**config.mk**
```make
export PLATFORM = sky130hd
export DESIGN_NAME = fetch_queue
export DESIGN_NICKNAME = d
export VERILOG_FILES = /design/src/rtl/cpu_fetch_pkg.sv /design/src/rtl/fetch_fifo.sv /design/src/rtl/fetch_queue.sv
export SDC_FILE = /design/constraint.sdc
export NUM_CORES = 1
export LEC_CHECK = 0
export ABC_CLOCK_PERIOD_IN_PS = 6000
export CAP_MARGIN = 30
export CORE_UTILIZATION = 55
export DETAILED_ROUTE_END_ITERATION = 8
export HOLD_SLACK_MARGIN = 0.12
export PLACE_DENSITY = 0.8
export SYNTH_ARGS = -nofsm -noshare
export SYNTH_HDL_FRONTEND = slang
export SYNTH_SLANG_ARGS = --single-unit
```
**constraint.sdc**
```tcl
create_clock -name clk -period 6 [get_ports clk]
set_input_delay 0.6 -clock clk [delete_from_list [all_inputs] [get_ports clk]]
set_output_delay 0.6 -clock clk [all_outputs]
set_load 0.005 [all_outputs]
```
**src/rtl/cpu_fetch_pkg.sv**
```systemverilog
// Shared types and default sizes for the instruction-fetch queue.
package cpu_fetch_pkg;

    localparam int unsigned FETCH_BITS     = 32;
    localparam int unsigned FETCH_DEPTH    = 4;
    localparam int unsigned FETCH_PTR_BITS = 2;

    typedef struct packed {
        logic [FETCH_BITS-1:0] pc;
        logic [FETCH_BITS-1:0] instr;
    } fetch_entry_t;

endpackage

```
**src/rtl/fetch_fifo.sv**
```systemverilog
// Synchronous FIFO of fetched instructions with clear, occupancy and a
// register-sourced head (zero while empty).
module fetch_fifo
    import cpu_fetch_pkg::*;
#(
    parameter int unsigned DEPTH    = FETCH_DEPTH,
    parameter int unsigned PTR_BITS = FETCH_PTR_BITS
) (
    input  logic                clk,
    input  logic                rst,
    input  logic                clear,
    input  logic                push,
    input  fetch_entry_t        push_data,
    input  logic                pop,
    output fetch_entry_t        head,
    output logic                valid,
    output logic [PTR_BITS:0]   occupancy
);

    localparam int unsigned CW = PTR_BITS + 1;

    fetch_entry_t          mem [DEPTH];
    logic [PTR_BITS-1:0]   wr_ptr;
    logic [PTR_BITS-1:0]   rd_ptr;
    logic [CW-1:0]         count;
    logic                  do_push;
    logic                  do_pop;

    assign do_push = push & ~clear;
    assign do_pop  = pop & ~clear & (count != CW'(0));

    // Storage needs no reset: the head is masked whenever the FIFO is empty.
    always_ff @(posedge clk) begin
        if (do_push) begin
            mem[wr_ptr] <= push_data;
        end
    end

    always_ff @(posedge clk) begin
        if (rst || clear) begin
            wr_ptr <= '0;
            rd_ptr <= '0;
            count  <= '0;
        end else begin
            if (do_push) begin
                wr_ptr <= wr_ptr + PTR_BITS'(1);
            end
            if (do_pop) begin
                rd_ptr <= rd_ptr + PTR_BITS'(1);
            end
            case ({do_push, do_pop})
                2'b10:   count <= count + CW'(1);
                2'b01:   count <= count - CW'(1);
                default: count <= count;
            endcase
        end
    end

    assign valid     = (count != CW'(0));
    assign occupancy = count;
    assign head      = valid ? mem[rd_ptr] : '0;

endmodule

```
**src/rtl/fetch_queue.sv**
```systemverilog
// Instruction-fetch stage: PC, credit-based imem requests, redirect flush
// and a tagged instruction FIFO toward decode. Optional FETCH_QUEUE_PERF_EN
// adds saturating performance counters.
module fetch_queue
    import cpu_fetch_pkg::*;
#(
    parameter int unsigned     BITS       = FETCH_BITS,
    parameter int unsigned     DEPTH      = FETCH_DEPTH,
    parameter int unsigned     PTR_BITS   = FETCH_PTR_BITS,
    parameter logic [BITS-1:0] RESET_ADDR = '0
) (
    input  logic                clk,
    input  logic                rst,
    input  logic                redirect,
    input  logic [BITS-1:0]     redirect_addr,
    input  logic                halt_fetch,
    output logic                imem_req,
    output logic [BITS-1:0]     imem_addr,
    input  logic [BITS-1:0]     imem_rdata,
    input  logic                id_stall,
    output logic                if_valid,
    output logic [BITS-1:0]     if_instr,
    output logic [BITS-1:0]     if_pc,
    output logic [BITS-1:0]     if_pc_plus1,
    output logic [PTR_BITS:0]   occupancy
`ifdef FETCH_QUEUE_PERF_EN
    ,
    output logic [31:0]         perf_empty_cycles,
    output logic [15:0]         perf_flush_count,
    output logic [31:0]         perf_stall_cycles
`endif
);

    localparam int unsigned CW = PTR_BITS + 2;

    logic [BITS-1:0]   pc;
    logic [BITS-1:0]   pc_tag;
    logic              inflight;
    logic [CW-1:0]     credit_used;
    logic              push;
    logic              pop;
    fetch_entry_t      push_data;
    fetch_entry_t      head;

    // Entries queued plus the response still in flight must fit the FIFO.
    assign credit_used = CW'(occupancy) + CW'(inflight);
    assign imem_req    = ~rst & ~redirect & ~halt_fetch & (credit_used < CW'(DEPTH));
    assign imem_addr   = pc;

    assign push      = inflight & ~redirect;
    assign pop       = if_valid & ~id_stall & ~redirect;
    assign push_data = '{pc: FETCH_BITS'(pc_tag), instr: FETCH_BITS'(imem_rdata)};

    always_ff @(posedge clk) begin
        if (rst) begin
            pc       <= RESET_ADDR;
            pc_tag   <= '0;
            inflight <= 1'b0;
        end else if (redirect) begin
            pc       <= redirect_addr;
            inflight <= 1'b0;
        end else begin
            inflight <= imem_req;
            if (imem_req) begin
                pc     <= pc + BITS'(1);
                pc_tag <= pc;
            end
        end
    end

    fetch_fifo #(
        .DEPTH     (DEPTH),
        .PTR_BITS  (PTR_BITS)
    ) u_fifo (
        .clk       (clk),
        .rst       (rst),
        .clear     (redirect),
        .push      (push),
        .push_data (push_data),
        .pop       (pop),
        .head      (head),
        .valid     (if_valid),
        .occupancy (occupancy)
    );

    assign if_instr    = BITS'(head.instr);
    assign if_pc       = BITS'(head.pc);
    assign if_pc_plus1 = if_valid ? (if_pc + BITS'(1)) : '0;

`ifdef FETCH_QUEUE_PERF_EN
    logic flush_hit;

    assign flush_hit = redirect & ((occupancy != '0) | inflight);

    // Saturating event counters.
    always_ff @(posedge clk) begin
        if (rst) begin
            perf_empty_cycles <= '0;
            perf_flush_count  <= '0;
            perf_stall_cycles <= '0;
        end else begin
            if (~if_valid & ~halt_fetch & ~(&perf_empty_cycles)) begin
                perf_empty_cycles <= perf_empty_cycles + 32'(1);
            end
            if (flush_hit & ~(&perf_flush_count)) begin
                perf_flush_count <= perf_flush_count + 16'(1);
            end
            if (if_valid & id_stall & ~(&perf_stall_cycles)) begin
                perf_stall_cycles <= perf_stall_cycles + 32'(1);
            end
        end
    end
`endif

endmodule
```
# After elaboration in Yosys (flattened, before gate mapping)
# Memory sizes are Yosys's and may differ from the RTL's. A register that Yosys moved wholly into a read port is not among the register bits.
# Cells that the tools add are included.
# Widths: inputs -> output; s select.
# op_classes
add_sub_neg,7
mux,9
n_eq_ne,2
n_reduce_logical,6
order_cmp,1
bitwise,13
# ops
cell,count
$mux 32,3
$add 32x1->32 const B,2
$mux 64,1
$and 1x1->1,9
$pmux 3 s2,1
$add 2x1->2 const B,2
$add 3x1->4,1
$lt 4x3->1 const B,1
$mux 2,2
$not 1->1,4
$reduce_bool 2->1,2
$add 3x1->3 const B,1
$reduce_bool 3->1,1
$sub 3x1->3 const B,1
$eq 2x1->1 const B,1
$eq 2x2->1 const B,1
$mux 1,2
$reduce_and 2->1,1
$reduce_or 2->1,1
$logic_or 1x1->1,1
# totals
n_memories,1
ff_bits,72
ram_bits,256
out_inout_bits,133
wordCells,45
# memory_table
name,depth,word_bits,rd,rd_ports_with_merged_regs,wr,line,source
u_fifo.mem,4,64,1,1,1,fetch_fifo.sv:22,fetch_entry_t mem [DEPTH];

# Logic depth before layout (Yosys ltp)
# depth
word_depth,7
mapped_depth,11
mapped_depth_nobuf,8

# Hierarchy
# A second synthesis with hierarchy kept.
# unflattened
hier_cells,964
hier_area_um2,14028.5
# modules_own_cells
mod,cells_per_inst,n_inst,area_per_inst_um2,seq_area_each_um2
fetch_fifo,455,1,10194.8,7867.5
fetch_queue,509,1,3833.7,1301.2

# Worst setup path after synthesis
# No wires, ideal clock.
# synth_timing
kind,flip-flop to output port
startpoint,"register u_fifo.count[0], in the netlist u_fifo.occupancy[0]"
endpoint,output port if_pc_plus1[30]
path_buffers,3
path_slack_ns,2.797
stages_incl_launch_ff,12
arrival_ns,2.603
path_cell_list,dfxtp_1 > nor3_1 > inv_1 > clkbuf_1 > clkbuf_1 > clkbuf_1 > and2_1 > ha_1 > o211ai_1 > nor3_1 > nand2_1 > mux2_2
# synth_via
elab_chain_len,4
# synth_rtl
item,line,source
start: declaration,fetch_fifo.sv:25,logic [CW-1:0] count;
start signal: assignment,fetch_fifo.sv:52,2'b10: count <= count + CW'(1);
start signal: assignment,fetch_fifo.sv:53,2'b01: count <= count - CW'(1);
start signal: assignment,fetch_fifo.sv:54,default: count <= count;
$reduce_bool 3->1,fetch_fifo.sv:59,assign valid = (count != CW'(0));
$mux 64,fetch_fifo.sv:61,assign head = valid ? mem[rd_ptr] : '0;
net if_pc[0],fetch_queue.sv:23,"output logic [BITS-1:0] if_pc,"
$add 32x1->32,fetch_queue.sv:88,assign if_pc_plus1 = if_valid ? (if_pc + BITS'(1)) : '0;
$mux 32,fetch_queue.sv:88,
end: declaration,fetch_queue.sv:24,"output logic [BITS-1:0] if_pc_plus1,"
# The timed path passes the listed nets, and every way through them passes these cells.

==> impl_metrics.py <==
metrics = {
    "sta": {
        "finalSetupViolCount": 0,
        "fmax_mhz": 198,
        "grt_setup_unrepaired": "false",
        "slew_violations": 0,
        "hold_viol": 0,
        "fin_tns_setup_ps": 0,
        "slew-limit-headroom_pct": 38.5,
        "period_needed_ps": 5040,
        "finClkSkew_ps": 16.9,
        "holdWs_ps": 461,
        "worst_slack_ps": 961,
        "tightest_slew_ps": 922,
        "fin_crit_sh_pct": 84.0,
    },
    "layout": {
        "final_util_pct": 69.1,
        "nets": 1295,
        "num_antenna_cells": 0,
        "drive_above_1_share_pct": 11.0,
        "layout_common_cells": "edfxtp_1, clkdlybuf4s50_1, nand2_1",
        "final_common_cell": "edfxtp_1",
        "areaGrowthSynthToFinish_pct": 23.4,
    },
    "floorplan": {
        "num_io_pins": 202,
        "initial_core_util_pct": 56.0,
        "row_count": 58,
        "dieArea_sq_mm": 0.0263,
        "die_x_um": 162,
        "core-area_sq_mm": 0.0252,
        "fp.dieH_um": 162,
    },
    "run": {
        "max_cap_violations": 0,
    },
    "setup_path": {
        "reg2reg_to": "imem_addr[4]",
        "critical_path.max_stage_delay_ps": 740,
        "cp_cell_sequence": "buf_4, mux4_2, nor3b_1, nand3_1, or4_1, a21oi_1, clkdlybuf4s50_1",
        "worst-endpoint-arrival_ps": 4440,
        "r2r-start": "inflight",
        "endpoint": "if_pc_plus1[27]",
        "crit_slowest_cell": "dfxtp_4",
        "rr_worst_depth": 7,
        "cp_max_fo": 44,
        "endpoint_kind": "primary output",
        "start_kind": "register",
        "critical_path_required_ps": 5400,
        "path_buf_inv": 2,
        "rrSetupSlack_ps": 2960,
        "criticalPathCategory": "register to primary output",
        "cp_top_family": "buffers and inverters",
        "cp_num_cells": 7,
    },
    "yosys": {
        "netlist.area_leader.share_pct": 54.5,
        "ys_seq_elements": 330,
        "ys_seq_area_share_pct": 65.0,
        "yosys-top-cells-area": "edfxtp_1, dfxtp_1, mux4_2, nand2_1, and2_1",
        "async_flop_share_pct": 0,
        "postSynthCellCount": 1027,
        "netlist_area_sq_mm": 0.0141,
        "synth_cell_types": 55,
        "synth_top_area_cell": "edfxtp_1",
        "synth.avg_cell_area_sq_um": 13.7,
        "yosys_warnings": 0,
        "synth-main-ff-cell": "edfxtp_1",
        "synth_edf_count": 256,
        "syn_nets": 1104,
    },
    "detailed_routing": {
        "drc": 0,
        "vias": 9553,
        "drtAntennaViolNets": 0,
        "dr.first_iter.drc_count": 905,
        "wire_per_inst_um": 21.2,
        "routed_wl_um": 33300,
        "first_pass_iters": 7,
        "via_per_inst": 6.08,
    },
    "run_status": {
        "status": "completed",
    },
    "clock_network": {
        "cts-root-buf": "clkbuf_16",
        "cts_buffers": 34,
        "cts_resized": 0,
        "clkLatencyLatePin_ps": 520,
        "clock_path_buffers": 3,
        "htreeDepth": 2,
        "holdBufCountCts": 0,
        "cts_tree": "built",
        "cts.sink_count": 330,
        "clk_pin_slew_ps": 60,
        "post_cts_buffers": 0,
    },
    "global_route": {
        "grt_pass1_wl_um": 50900,
        "grt_use_total_pct": 25.6,
        "grt-ovfl-total": 0,
        "antenna_found_initial": 1,
        "first_global_vias": 9169,
        "grt_max_degree": 65,
    },
    "place": {
        "io_buffers": 201,
        "post-dp-hpwl_um": 21700,
        "gp_congestion": 0.906,
        "pre_cts_slack_ps": 1480,
    },
    "power": {
        "leakage_nw": 5.71,
        "total_power_mw": 4.62,
        "vdd_drop_max_mv": 0.236,
        "pwr_density_cell_mw_per_mm2": 266,
    },
    "hold_path": {
        "hold_path_class": "primary input to register",
    },
}
[report_power, final]
part	leakage (nW)	switching, mW	total, mW	internal, mW
combinational	2.04	0.0819	0.177	0.0948
clock	0.507	0.846	1.94	1.10
sequential	3.17	0.0323	2.50	2.47
total	5.71	0.960	4.62	3.66
[sequential cells by signal (all words and copies together), names as in the netlist, named ones only]
name	count
u_fifo.mem	256
pc_tag	32
imem_addr	32
u_fifo.wr_ptr	2
inflight	1
u_fifo.occupancy	3
u_fifo.rd_ptr	2
[final cells by class]
cell class / count / area [sq um]
Timing Repair Buffer: 215 / 2110
Sequential cell: 330 / 9180
Inverter: 13 / 48.8
Clock inverter: 15 / 95.1
Clock buffer: 44 / 928
Tap cell: 330 / 413
Multi-Input combinational cell: 624 / 4630
Fill cell: 1664 / 7780
[per-stage QoR]
step / std cells / area (sq um)
global placement: 1512 / 16400
finish: 1571 / 17400
floorplan: 1027 / 14100
detailed placement: 1512 / 16400
global route: 1571 / 17400
CTS: 1571 / 17400
[cells in the mapped netlist (9+ instances only)]
cell      count
clkbuf_1     42
nor3_1       16
nand3_1      17
nand2_1     134
inv_1        13
dfxtp_1      74
xnor2_1      13
nor2_1       52
and2_1       77
o21ai_0      35
or3_1        13
a21oi_1      69
nand4_1      12
buf_2         9
nor4_1       13
edfxtp_1    256
mux4_2       59
a31oi_1      15
[worst min-delay path, cell delays in order]
cell and delay, ps:
buf_2 80, or2_2 190, a21oi_1 60
[cells by family (layout without fill, tap and decap cells)]
logic type | after synthesis | count (layout) | share of synthesized area (%)
simple gates | 372 | 372 | 13.2
flops | 330 | 330 | 65.0
compound gates | 151 | 151 | 6.26
buf+inv | 73 | 287 | 2.21
mux | 72 | 72 | 11.2
xor+xnor | 21 | 21 | 1.30
fa+ha+maj | 8 | 8 | 0.763
[layer usage]
| layer | vias to the layer above | track usage (%) | share of wire [%] | wire [um] |
|---|---|---|---|---|
| li1 | 4268 | - | - | - |
| met1 | 4677 | 35.5 | 42 | 14000 |
| met2 | 538 | 41.1 | 47 | 15600 |
| met3 | 68 | 5.13 | 8.7 | 2910 |
| met4 | 2 | 7.42 | 2.4 | 794 |
| met5 | - | 0 | 0.033 | 11 |
[how the worst min path moves through the flow]
stage / start / endpoint / slack [ps] / cells after the start
after floorplan: pc_tag[0] / u_fifo.mem[0][32] / 460 / 0
after global placement: pc_tag[20] / u_fifo.mem[2][52] / 470 / 0
after detailed placement: pc_tag[20] / pc_tag[20] / 490 / 2
after CTS: rst / u_fifo.occupancy[2] / 450 / 3
after global routing: rst / u_fifo.wr_ptr[0] / 480 / 3
final: rst / u_fifo.occupancy[2] / 460 / 3
No activity file was read; power rests on OpenSTA's default activity.
